### src/rtl/rom_stream_reader.sv
// rom_stream_reader: read-side master for a synchronous ROM.
// Reads a run of consecutive words and streams them out through a small
// valid/ready FIFO. Issue is throttled so that a slot is always reserved
// for every word still in flight from the ROM.
module rom_stream_reader #(
  parameter int ADDR_W     = 4,
  parameter int DATA_W     = 16,
  parameter int FIFO_DEPTH = 3
) (
  input  logic              clk,
  input  logic              rst_n,
  input  logic              start,
  input  logic [ADDR_W-1:0] start_addr,
  input  logic [4:0]        len,
  output logic              busy,
  output logic              done,
  output logic              rom_en,
  output logic [ADDR_W-1:0] rom_addr,
  input  logic [DATA_W-1:0] rom_data,
  output logic [DATA_W-1:0] out_data,
  output logic              out_valid,
  input  logic              out_ready
);

  localparam int PTR_W = (FIFO_DEPTH > 1) ? $clog2(FIFO_DEPTH) : 1;
  localparam int CNT_W = $clog2(FIFO_DEPTH + 1);

  typedef enum logic [1:0] {S_IDLE, S_RUN, S_DONE} state_t;

  state_t            state;
  logic [ADDR_W-1:0] addr_cnt;
  logic [4:0]        issue_cnt;
  logic              inflight;

  logic [DATA_W-1:0] mem [FIFO_DEPTH];
  logic [PTR_W-1:0]  wr_ptr;
  logic [PTR_W-1:0]  rd_ptr;
  logic [CNT_W-1:0]  fifo_count;

  logic push;
  logic pop;
  logic room;
  logic drained;

  function automatic logic [PTR_W-1:0] ptr_inc(input logic [PTR_W-1:0] p);
    return (p == PTR_W'(FIFO_DEPTH - 1)) ? '0 : p + PTR_W'(1);
  endfunction

  // Issue throttle and stream handshake, decoded from registers only
  always_comb begin
    room      = ({1'b0, fifo_count} + (CNT_W + 1)'(inflight)) < (CNT_W + 1)'(FIFO_DEPTH);
    rom_en    = (state == S_RUN) && (issue_cnt != 5'd0) && room;
    rom_addr  = addr_cnt;
    push      = inflight;
    out_valid = (fifo_count != '0);
    pop       = out_valid && out_ready;
    out_data  = out_valid ? mem[rd_ptr] : '0;
    drained   = (issue_cnt == 5'd0) && !inflight &&
                ((fifo_count == '0) || ((fifo_count == CNT_W'(1)) && pop));
  end

  // Control FSM: command accept, address/issue counters, completion
  always_ff @(posedge clk or negedge rst_n) begin
    if (!rst_n) begin
      state     <= S_IDLE;
      addr_cnt  <= '0;
      issue_cnt <= '0;
      inflight  <= 1'b0;
      busy      <= 1'b0;
      done      <= 1'b0;
    end else begin
      inflight <= rom_en;
      case (state)
        S_IDLE: begin
          if (start) begin
            addr_cnt  <= start_addr;
            issue_cnt <= len;
            busy      <= 1'b1;
            if (len == 5'd0) begin
              state <= S_DONE;
              done  <= 1'b1;
            end else begin
              state <= S_RUN;
            end
          end
        end
        S_RUN: begin
          if (rom_en) begin
            addr_cnt  <= addr_cnt + ADDR_W'(1);
            issue_cnt <= issue_cnt - 5'd1;
          end
          if (drained) begin
            state <= S_DONE;
            done  <= 1'b1;
          end
        end
        S_DONE: begin
          state <= S_IDLE;
          busy  <= 1'b0;
          done  <= 1'b0;
        end
        default: begin
          state <= S_IDLE;
          busy  <= 1'b0;
          done  <= 1'b0;
        end
      endcase
    end
  end

  // FIFO storage: captures the ROM word one cycle after its read was issued
  always_ff @(posedge clk) begin
    if (push) mem[wr_ptr] <= rom_data;
  end

  // FIFO pointers and occupancy
  always_ff @(posedge clk or negedge rst_n) begin
    if (!rst_n) begin
      wr_ptr     <= '0;
      rd_ptr     <= '0;
      fifo_count <= '0;
    end else begin
      if (push) wr_ptr <= ptr_inc(wr_ptr);
      if (pop)  rd_ptr <= ptr_inc(rd_ptr);
      case ({push, pop})
        2'b10:   fifo_count <= fifo_count + CNT_W'(1);
        2'b01:   fifo_count <= fifo_count - CNT_W'(1);
        default: fifo_count <= fifo_count;
      endcase
    end
  end

endmodule
### config.mk
export PLATFORM = sky130hd
export DESIGN_NAME = rom_stream_reader
export DESIGN_NICKNAME = d
export VERILOG_FILES = /design/src/rtl/rom_stream_reader.sv
export SDC_FILE = /design/constraint.sdc
export NUM_CORES = 1
export LEC_CHECK = 0
export BUFFER_PORTS_ARGS = -buffer_cell sky130_fd_sc_hd__buf_2
export CAP_MARGIN = 30
export CORE_MARGIN = 10
export CORE_UTILIZATION = 40
export DETAILED_ROUTE_END_ITERATION = 10
export GPL_TIMING_DRIVEN = 1
export PLACE_DENSITY_LB_ADDON = 0.25
export SLEW_MARGIN = 0
export SYNTH_ARGS = -nofsm -noshare
export SYNTH_HDL_FRONTEND = slang
export SYNTH_SLANG_ARGS = --single-unit
### constraint.sdc
create_clock -name clk -period 5.7 [get_ports clk]
set_input_delay 0.855 -clock clk [delete_from_list [all_inputs] [get_ports clk]]
set_output_delay 0.855 -clock clk [all_outputs]
set_load 0.05 [all_outputs]
==> results_dict.tcl, run 1 <==
set metrics [dict create \
    clk_pin_slew_ns 0.08 \
    io_pins 53 \
    fillCellCount 654 \
    cts_buffers 9 \
    htreeDepth 3 \
    dr.pass1.iters 4 \
    path_class "flop to output pin" \
    wl_per_cell_um 15.0 \
    cts.sink_count 68 \
    synthesis.nets 259 \
    seq_area_um2 1940 \
    cts_resized 0 \
    async_flop_share_pct 29.4 \
    cts_tree "done" \
    hp-class "input pin to asynchronous set/reset pin" \
    antenna_found_initial 1 \
    yosysWarnings 0 \
    synth-seq-cells 68 \
    nets 317 \
    row_count 31 \
    cts_setup_buffers 0 \
    track_usage_pct 10.8 \
    end_kind "output pin" \
    setup_viol 0 \
    synth_edf_count 48 \
    via_count 1916 \
    cp-start-kind "flop" \
    synthCells 223 \
    rsz0062_at_grt "false" \
    die_w_um 105 \
    slew_headroom_pct 36.9 \
    finalCritPeriodShare_pct 52.7 \
    worstMarginPinSlew_ns 0.946 \
    via_per_inst 4.98 \
    status "completed" \
    yosysMostFrequentCell "edfxtp_1" \
    synthTopCellsByCount "edfxtp_1 (48), nor2_1 (43), dfrtp_1 (20)" \
    gr-total-overflow 0 \
    grt_pass1_wl_um 9680 \
    synth_ff_type "edfxtp_1" \
    critical_path.max_fanout 8 \
    syn2layout_area_growth_pct 21.1 \
    worst_hold_slack_ns 0.452 \
    drc_errors 0 \
    finClkSkew_ns 0.0106 \
    core_area_um2 7180 \
    drv_cap 0 \
    required_ns 4.85 \
    num_antenna_cells 0 \
    setup_tns_ns 0 \
    syn-cell-area_um2 2910 \
    yosysTopAreaCell "edfxtp_1" \
    grt_max_degree 23 \
    drt_iter0_drc 78 \
    clock_path_buffers 2 \
    drive_gt1_share_pct 29.4 \
    die_h_um 105 \
    finalMaxSlewViolations 0 \
    syn_avg_cell_area_um2 13.0 \
    clk_latency_ns 0.33 \
    multi_input_area_um2 902 \
    clock-root-buffer "clkbuf_8" \
    synth_area_leaders "edfxtp_1 (50%), dfrtp_1 (17%), mux2i_1 (5.9%)" \
    grt_pass1_vias 1976 \
    initial_core_util_pct 40.5 \
    ys_seq_area_share_pct 66.8 \
    antenna_left 0 \
    dp_hpwl_um 4090 \
    finalCriticalPeriod_ns 3.00 \
    holdBufCountCts 0 \
    dieArea_um2 11100 \
    hold_viol 0 \
    clock.fmax_mhz 333 \
    place.gp.congestion 0.780 \
    utilization_pct 49.0 \
    routed_wl_um 5770 \
    synthDistinctLibCells 38 \
    port_buffers 52 \
    synth_top_area_share_pct 49.6 \
    cp_data_arrival_time_ns 2.15 \
]
==> per-stage QoR <==
step	instances	setup slack, ns	cell area (um^2)
after global routing	385	2.51	3520
after detailed placement	369	3.07	3310
after CTS	385	2.69	3520
final	385	2.70	3520
after floorplan	223	3.16	2910
after global placement	368	3.02	3290
==> final cells by class <==
class,count,area share [%]
flip-flops and latches,68,55.2
clock inverters,7,2.31
clock buffers,9,3.52
repair buffers,56,8.82
well taps,99,3.52
multi-input cells,137,25.6
inverters,9,1.03
==> placed cells by master (no fill, tap or decap), types with 3 or more instances in the layout <==
cell type | Yosys | layout
buf_2 | 2 | 52
edfxtp_1 | 48 | 48
nor2_1 | 43 | 43
dfrtp_1 | 20 | 20
a21oi_1 | 19 | 19
mux2i_1 | 17 | 17
clkbuf_8 | 0 | 9
inv_1 | 8 | 8
nand2_1 | 7 | 7
ha_1 | 7 | 7
a21o_1 | 4 | 4
o21ai_0 | 4 | 4
o32ai_1 | 3 | 3
inv_6 | 0 | 3
buf_4 | 0 | 3
==> metal layers <==
layer | track usage (%) | vias up | part of all wire [%]
li1 | - | 938 | -
met2 | 17.3 | 43 | 47
met3 | 3.96 | 7 | 6.7
met5 | 0 | - | 0
met1 | 12.8 | 928 | 45
met4 | 4.71 | 0 | 0.94
==> critical path: stages, from the launching register on <==
cell and delay (ns):
dfrtp_1 0.42, ha_1 0.21, ha_1 0.26, a21oi_1 0.37, nand3_4 0.16, inv_4 0.12
buf_2 0.27
==> path summary, 6_finish.rpt <==
path	start	endpoint	slack, ns	cells after the start
max	inflight	rom_en	2.70	6
min	rst_n	issue_cnt[0]	0.45	1
max reg2reg	inflight	issue_cnt[0]	3.63	7
min reg2reg	busy	busy	0.48	1
max in group asynchronous	rst_n	done	4.92	1
min in group clk	busy	busy	0.48	1
==> cells by family (layout without fill, tap and decap cells) <==
family,count (synthesis),after routing,synth area share (%)
AOI/OAI and AO/OA,44,44,9.86
muxes,18,18,6.24
adders and majority gates,7,7,3.01
DFF,68,68,66.8
buffers and inverters,18,81,2.50
and+or+nand+nor,66,66,11.0
xor gates and xnor gates,2,2,0.603
==> flip-flops by register name, summed over array words and instances, names as in the netlist <==
register / cells
mem: 48
issue_cnt: 5
rom_addr: 4
fifo_count: 2
rd_ptr: 2
state: 2
wr_ptr: 2
busy: 1
done: 1
inflight: 1
Power of run 1 is not shown: default switching activity piles up to over one toggle a cycle in this logic, so the estimate is an artifact.
==> run 2, diff against run 1 <==
Clock period 5.7 ns to 2.7 ns, I/O delays scaled along.
==> run 2 against run 1 <==
Global-route usage increased by 0.39 points. Clock skew grew 0.0010 ns. Flip-flop and latch count stayed put. Non-clock buffer count increased by 2. Routed wire length rose by 4.2%. Die area unchanged. Via count down 1.7%. Count of clock-buffer cells in the layout increased by 2. First-iteration DRC count fell by 50%. Sequential share of layout area fell by 0.27 points. Worst setup slack got worse by 2.5 ns. Register-to-register slack lost 2.9 ns.
==> results_dict.tcl, run 2 (synthesis gave the netlist of run 1 again) <==
set metrics [dict create \
    initial_core_util_pct 40.5 \
    drv_cap 0 \
    clk_latency_ns 0.33 \
    rr_worst_depth 7 \
    row_count 31 \
    slew_headroom_pct 64.1 \
    largest_reg_flops 48 \
    port_buffers 52 \
    die_w_um 105 \
    drc_errors 0 \
    routed_wl_um 6010 \
    finClkSkew_ns 0.0117 \
    syn2layout_area_growth_pct 21.7 \
    dieArea_um2 11100 \
    via_count 1883 \
    nets 319 \
    die_h_um 105 \
    place.gp.congestion 0.755 \
    cts_buffers 9 \
    end_kind "output pin" \
    path_class "flop to output pin" \
    final_common_cell "buf_2" \
    critical_path.max_fanout 8 \
    setup_tns_ns 0 \
    finalCritPeriodShare_pct 91.3 \
    regMostFlops "mem" \
    layout_common_cells "buf_2 (52), edfxtp_1 (48), nor2_1 (43)" \
    clock-root-buffer "clkbuf_8" \
    track_usage_pct 11.2 \
    cts_setup_buffers 0 \
    cp-start-kind "flop" \
    grt_pass1_vias 2024 \
    antenna_left 0 \
    cts.sink_count 68 \
    wl_per_cell_um 15.5 \
    grt_pass1_wl_um 9990 \
    core_area_um2 7180 \
    dr.pass1.iters 4 \
    gr-total-overflow 0 \
    required_ns 2.30 \
    clock_path_buffers 2 \
    drt_iter0_drc 39 \
    drive_gt1_share_pct 29.2 \
    dp_hpwl_um 4180 \
    setup_viol 0 \
    worstMarginPinSlew_ns 0.539 \
    cp_data_arrival_time_ns 2.06 \
    hold_viol 0 \
    clock.fmax_mhz 405 \
    clk_pin_slew_ns 0.07 \
    antenna_found_initial 0 \
    via_per_inst 4.85 \
    finalCriticalPeriod_ns 2.47 \
    status "completed" \
    r2r_slack_ns 0.73 \
    hp-class "input pin to asynchronous set/reset pin" \
    grt_max_degree 21 \
    io_pins 53 \
    htreeDepth 3 \
    finalMaxSlewViolations 0 \
    cts_tree "done" \
    rsz0062_at_grt "false" \
]
[run 2: cell count changes in the layout (fill, tap and decap cells not counted)]
cell / previous run / this run
a21oi_1: 19 / 18
buf_16: 1 / 0
clkbuf_1: 0 / 2
a21oi_2: 0 / 1
buf_4: 3 / 5
bufinv_16: 1 / 2
clkinv_4: 2 / 1
clkinvlp_4: 1 / 0
clkinv_1: 0 / 1
buf_12: 0 / 1
inv_6: 3 / 0
diode_2: 0 / 1
clkinv_2: 0 / 1
[run 2: path summary, 6_finish.rpt]
path / startpoint / end
max: inflight / rom_en
min: rst_n / state[1]
max reg2reg: inflight / issue_cnt[0]
min reg2reg: busy / busy
max in group asynchronous: rst_n / rd_ptr[1]
min in group clk: rom_data[6] / mem[2][6]
[run 2: critical path, cell delays in order (launching register included)]
cell and delay [ns]:
dfrtp_1 0.42, ha_1 0.21, ha_1 0.28, a21oi_2 0.27, nand3_4 0.15, inv_4 0.12, buf_2 0.27
[run 2: layout make-up]
class	count	area, um^2
clock buffer	11	131
timing repair buffer	58	318
sequential	68	1940
tap	99	124
clock inverter	5	77.6
multi-input combinational	137	906
antenna	1	2.50
fill	652	3640
inverter	9	36.3
[run 2: layer usage]
layer,up-vias,part of all wire (%),wire length [um],global-route usage (%)
met4,0,1.7,104,5.59
met3,10,5.6,337,3.65
met1,897,46,2770,13.7
met2,41,47,2800,17.4
li1,935,-,-,-
met5,-,0,0,0
[run 2: through the flow]
step | hold slack (ns) | instance area (um^2) | utilization (%) | cells | worst slack [ns]
detailed placement | 0.386 | 3320 | 46.3 | 371 | 0.504
finish | 0.0103 | 3540 | 49.3 | 388 | 0.234
global route | 0.0320 | 3530 | 49.3 | 387 | 0.116
floorplan | 0.109 | 2910 | - | 223 | 0.561
global placement | 0.391 | 3320 | 46.3 | 371 | 0.527
CTS | 0.0185 | 3530 | 49.2 | 387 | 0.0863
[run 2: repair_timing]
action	CTS	global route
hold buffers	0	0
setup endpoints to repair	0	1
resized for setup	0	1
Power of run 2 is left out for the same reason.
==> run 3, diff against run 2 <==
--- a/constraint.sdc
+++ b/constraint.sdc
@@ -3,2 +3,2 @@
 set_output_delay 0.405 -clock clk [all_outputs]
-set_load 0.05 [all_outputs]
+set_load 0.02 [all_outputs]
==> run 3 against run 2 <==
First-iteration DRC count is 120% higher. Clock skew about the same. Die area stayed put. Maximum frequency increased by 1.3%. Highest routed layer unchanged. Utilization shrank 0.40 points. Final area shrank 0.81%. Register-to-register slack worse by 0.08 ns. Flip-flop and latch count stayed put. Largest cell class unchanged. Sequential share of layout area up 0.45 points. Via count grew 0.90%.
==> results_dict.tcl, run 3 (synthesis gave the netlist of run 1 again) <==
set metrics [dict create \
    status "completed" \
    rsz0062_at_grt "false" \
    fillCellCount 655 \
    clock_path_buffers 2 \
    row_count 31 \
    finalMaxSlewViolations 0 \
    combPwrFrac_pct 44.5 \
    p_int_mw 2.70 \
    layoutNonFillerInstCount 387 \
    finalInstanceArea_um2 3510 \
    leakage_nw 1.47 \
    dp.cells 371 \
    htreeDepth 3 \
    dr.pass1.iters 4 \
    antenna_left 0 \
    syn2layout_area_growth_pct 20.7 \
    cp_data_arrival_time_ns 2.03 \
    io_pins 53 \
    final_common_cell "buf_2" \
    holdBufCountCts 0 \
    dp_hpwl_um 4060 \
    grt_pass1_vias 2012 \
    finalCritPeriodShare_pct 90.2 \
    power_mw 4.56 \
    pre_cts_ws_ns 0.615 \
    setup_viol 0 \
    gr-total-overflow 0 \
    num_antenna_cells 0 \
    p_sw_mw 1.86 \
    nets 319 \
    grt_pass1_wl_um 9740 \
    endpoint "rom_en" \
    clock.fmax_mhz 411 \
    place.gp.congestion 0.795 \
    drv_cap 0 \
    via_count 1900 \
    cts.sink_count 68 \
    reg2reg_to "issue_cnt[0]" \
    cp-start-kind "flop" \
    drive_gt1_share_pct 29.9 \
    r2r_slack_ns 0.65 \
    layout_common_cells "buf_2 (52), edfxtp_1 (48), nor2_1 (43)" \
    die_w_um 105 \
    antenna_found_initial 0 \
    grt_max_degree 21 \
    path_class "flop to output pin" \
    required_ns 2.30 \
    utilization_pct 48.9 \
    clk_pin_slew_ns 0.08 \
    end_kind "output pin" \
    rr_startpoint "inflight" \
    worst_hold_slack_ns 0.00200 \
    slew_headroom_pct 50.7 \
    finalCriticalPeriod_ns 2.43 \
    clkPwrFrac_pct 18.0 \
    via_per_inst 4.91 \
    ir_worst_vdd_mv 0.787 \
    hold_viol 0 \
    cts_tree "done" \
    hp-class "input pin to asynchronous set/reset pin" \
    dieArea_um2 11100 \
    setup_slack_ns 0.266 \
    switching_share_pct 40.7 \
    rr_worst_depth 7 \
    cts_setup_buffers 0 \
    routed_wl_um 5840 \
    wl_per_cell_um 15.1 \
    setup_tns_ns 0 \
    p_per_area_nw_per_um2 1300 \
    place_area_um2 3310 \
    cts_resized 0 \
    track_usage_pct 10.9 \
    drc_errors 0 \
    port_buffers 52 \
    worstMarginPinSlew_ns 0.740 \
    core_area_um2 7180 \
    clock-root-buffer "clkbuf_8" \
    initial_core_util_pct 40.5 \
    seqPwrFrac_pct 37.5 \
    crit_start "inflight" \
    drt_iter0_drc 84 \
    regMostFlops "mem" \
    cts_buffers 9 \
    critical_path.max_fanout 8 \
    largest_reg_flops 48 \
    finClkSkew_ns 0.0114 \
    clk_latency_ns 0.34 \
    die_h_um 105 \
]
## run 3: final cells by class
type	instances	area (um^2)	share of cell area, %
Sequential cell	68	1940	55.3
Multi-Input combinational cell	137	902	25.7
Timing Repair Buffer	58	305	8.70
Clock buffer	9	124	3.53
Tap cell	99	124	3.53
Clock inverter	7	75.1	2.14
Inverter	9	36.3	1.03
## run 3: metal layers
metal / track usage (%) / routed length (um) / vias up / share of wire, %
met5: 0 / 0 / - / 0
met1: 13.1 / 2640 / 908 / 45
met4: 6.18 / 120 / 0 / 2.1
met2: 16.9 / 2780 / 46 / 48
li1: - / - / 935 / -
met3: 3.59 / 300 / 11 / 5.1
## run 3: how the worst min path moves through the flow
stage | depth (start not counted) | endpoint | startpoint | slack, ns
final | 1 | state[0] | rst_n | 0.002
after global routing | 1 | state[0] | rst_n | 0.03
after floorplan | 0 | busy | rst_n | 0.11
after CTS | 1 | done | rst_n | 0.01
after detailed placement | 1 | done | rst_n | 0.39
after global placement | 1 | state[1] | rst_n | 0.38
## run 3: power groups by stage
stage | registers [mW] | clock network, mW | logic, mW
final | 1.71 | 0.822 | 2.03
after global routing | 1.76 | 0.899 | 2.26
after CTS | 1.71 | 0.851 | 2.07
after detailed placement | 1.73 | 0 | 2.07
after global placement | 1.72 | 0 | 2.04
after floorplan | 1.70 | 0 | 1.46
## run 3: critical path, stage by stage, from the launching register on
cell and delay (ns):
dfrtp_1 0.42, ha_1 0.21, ha_1 0.26, a21oi_1 0.35, nand3_4 0.16, inv_4 0.12, buf_2 0.17
Power figures use the tool's default switching activity.
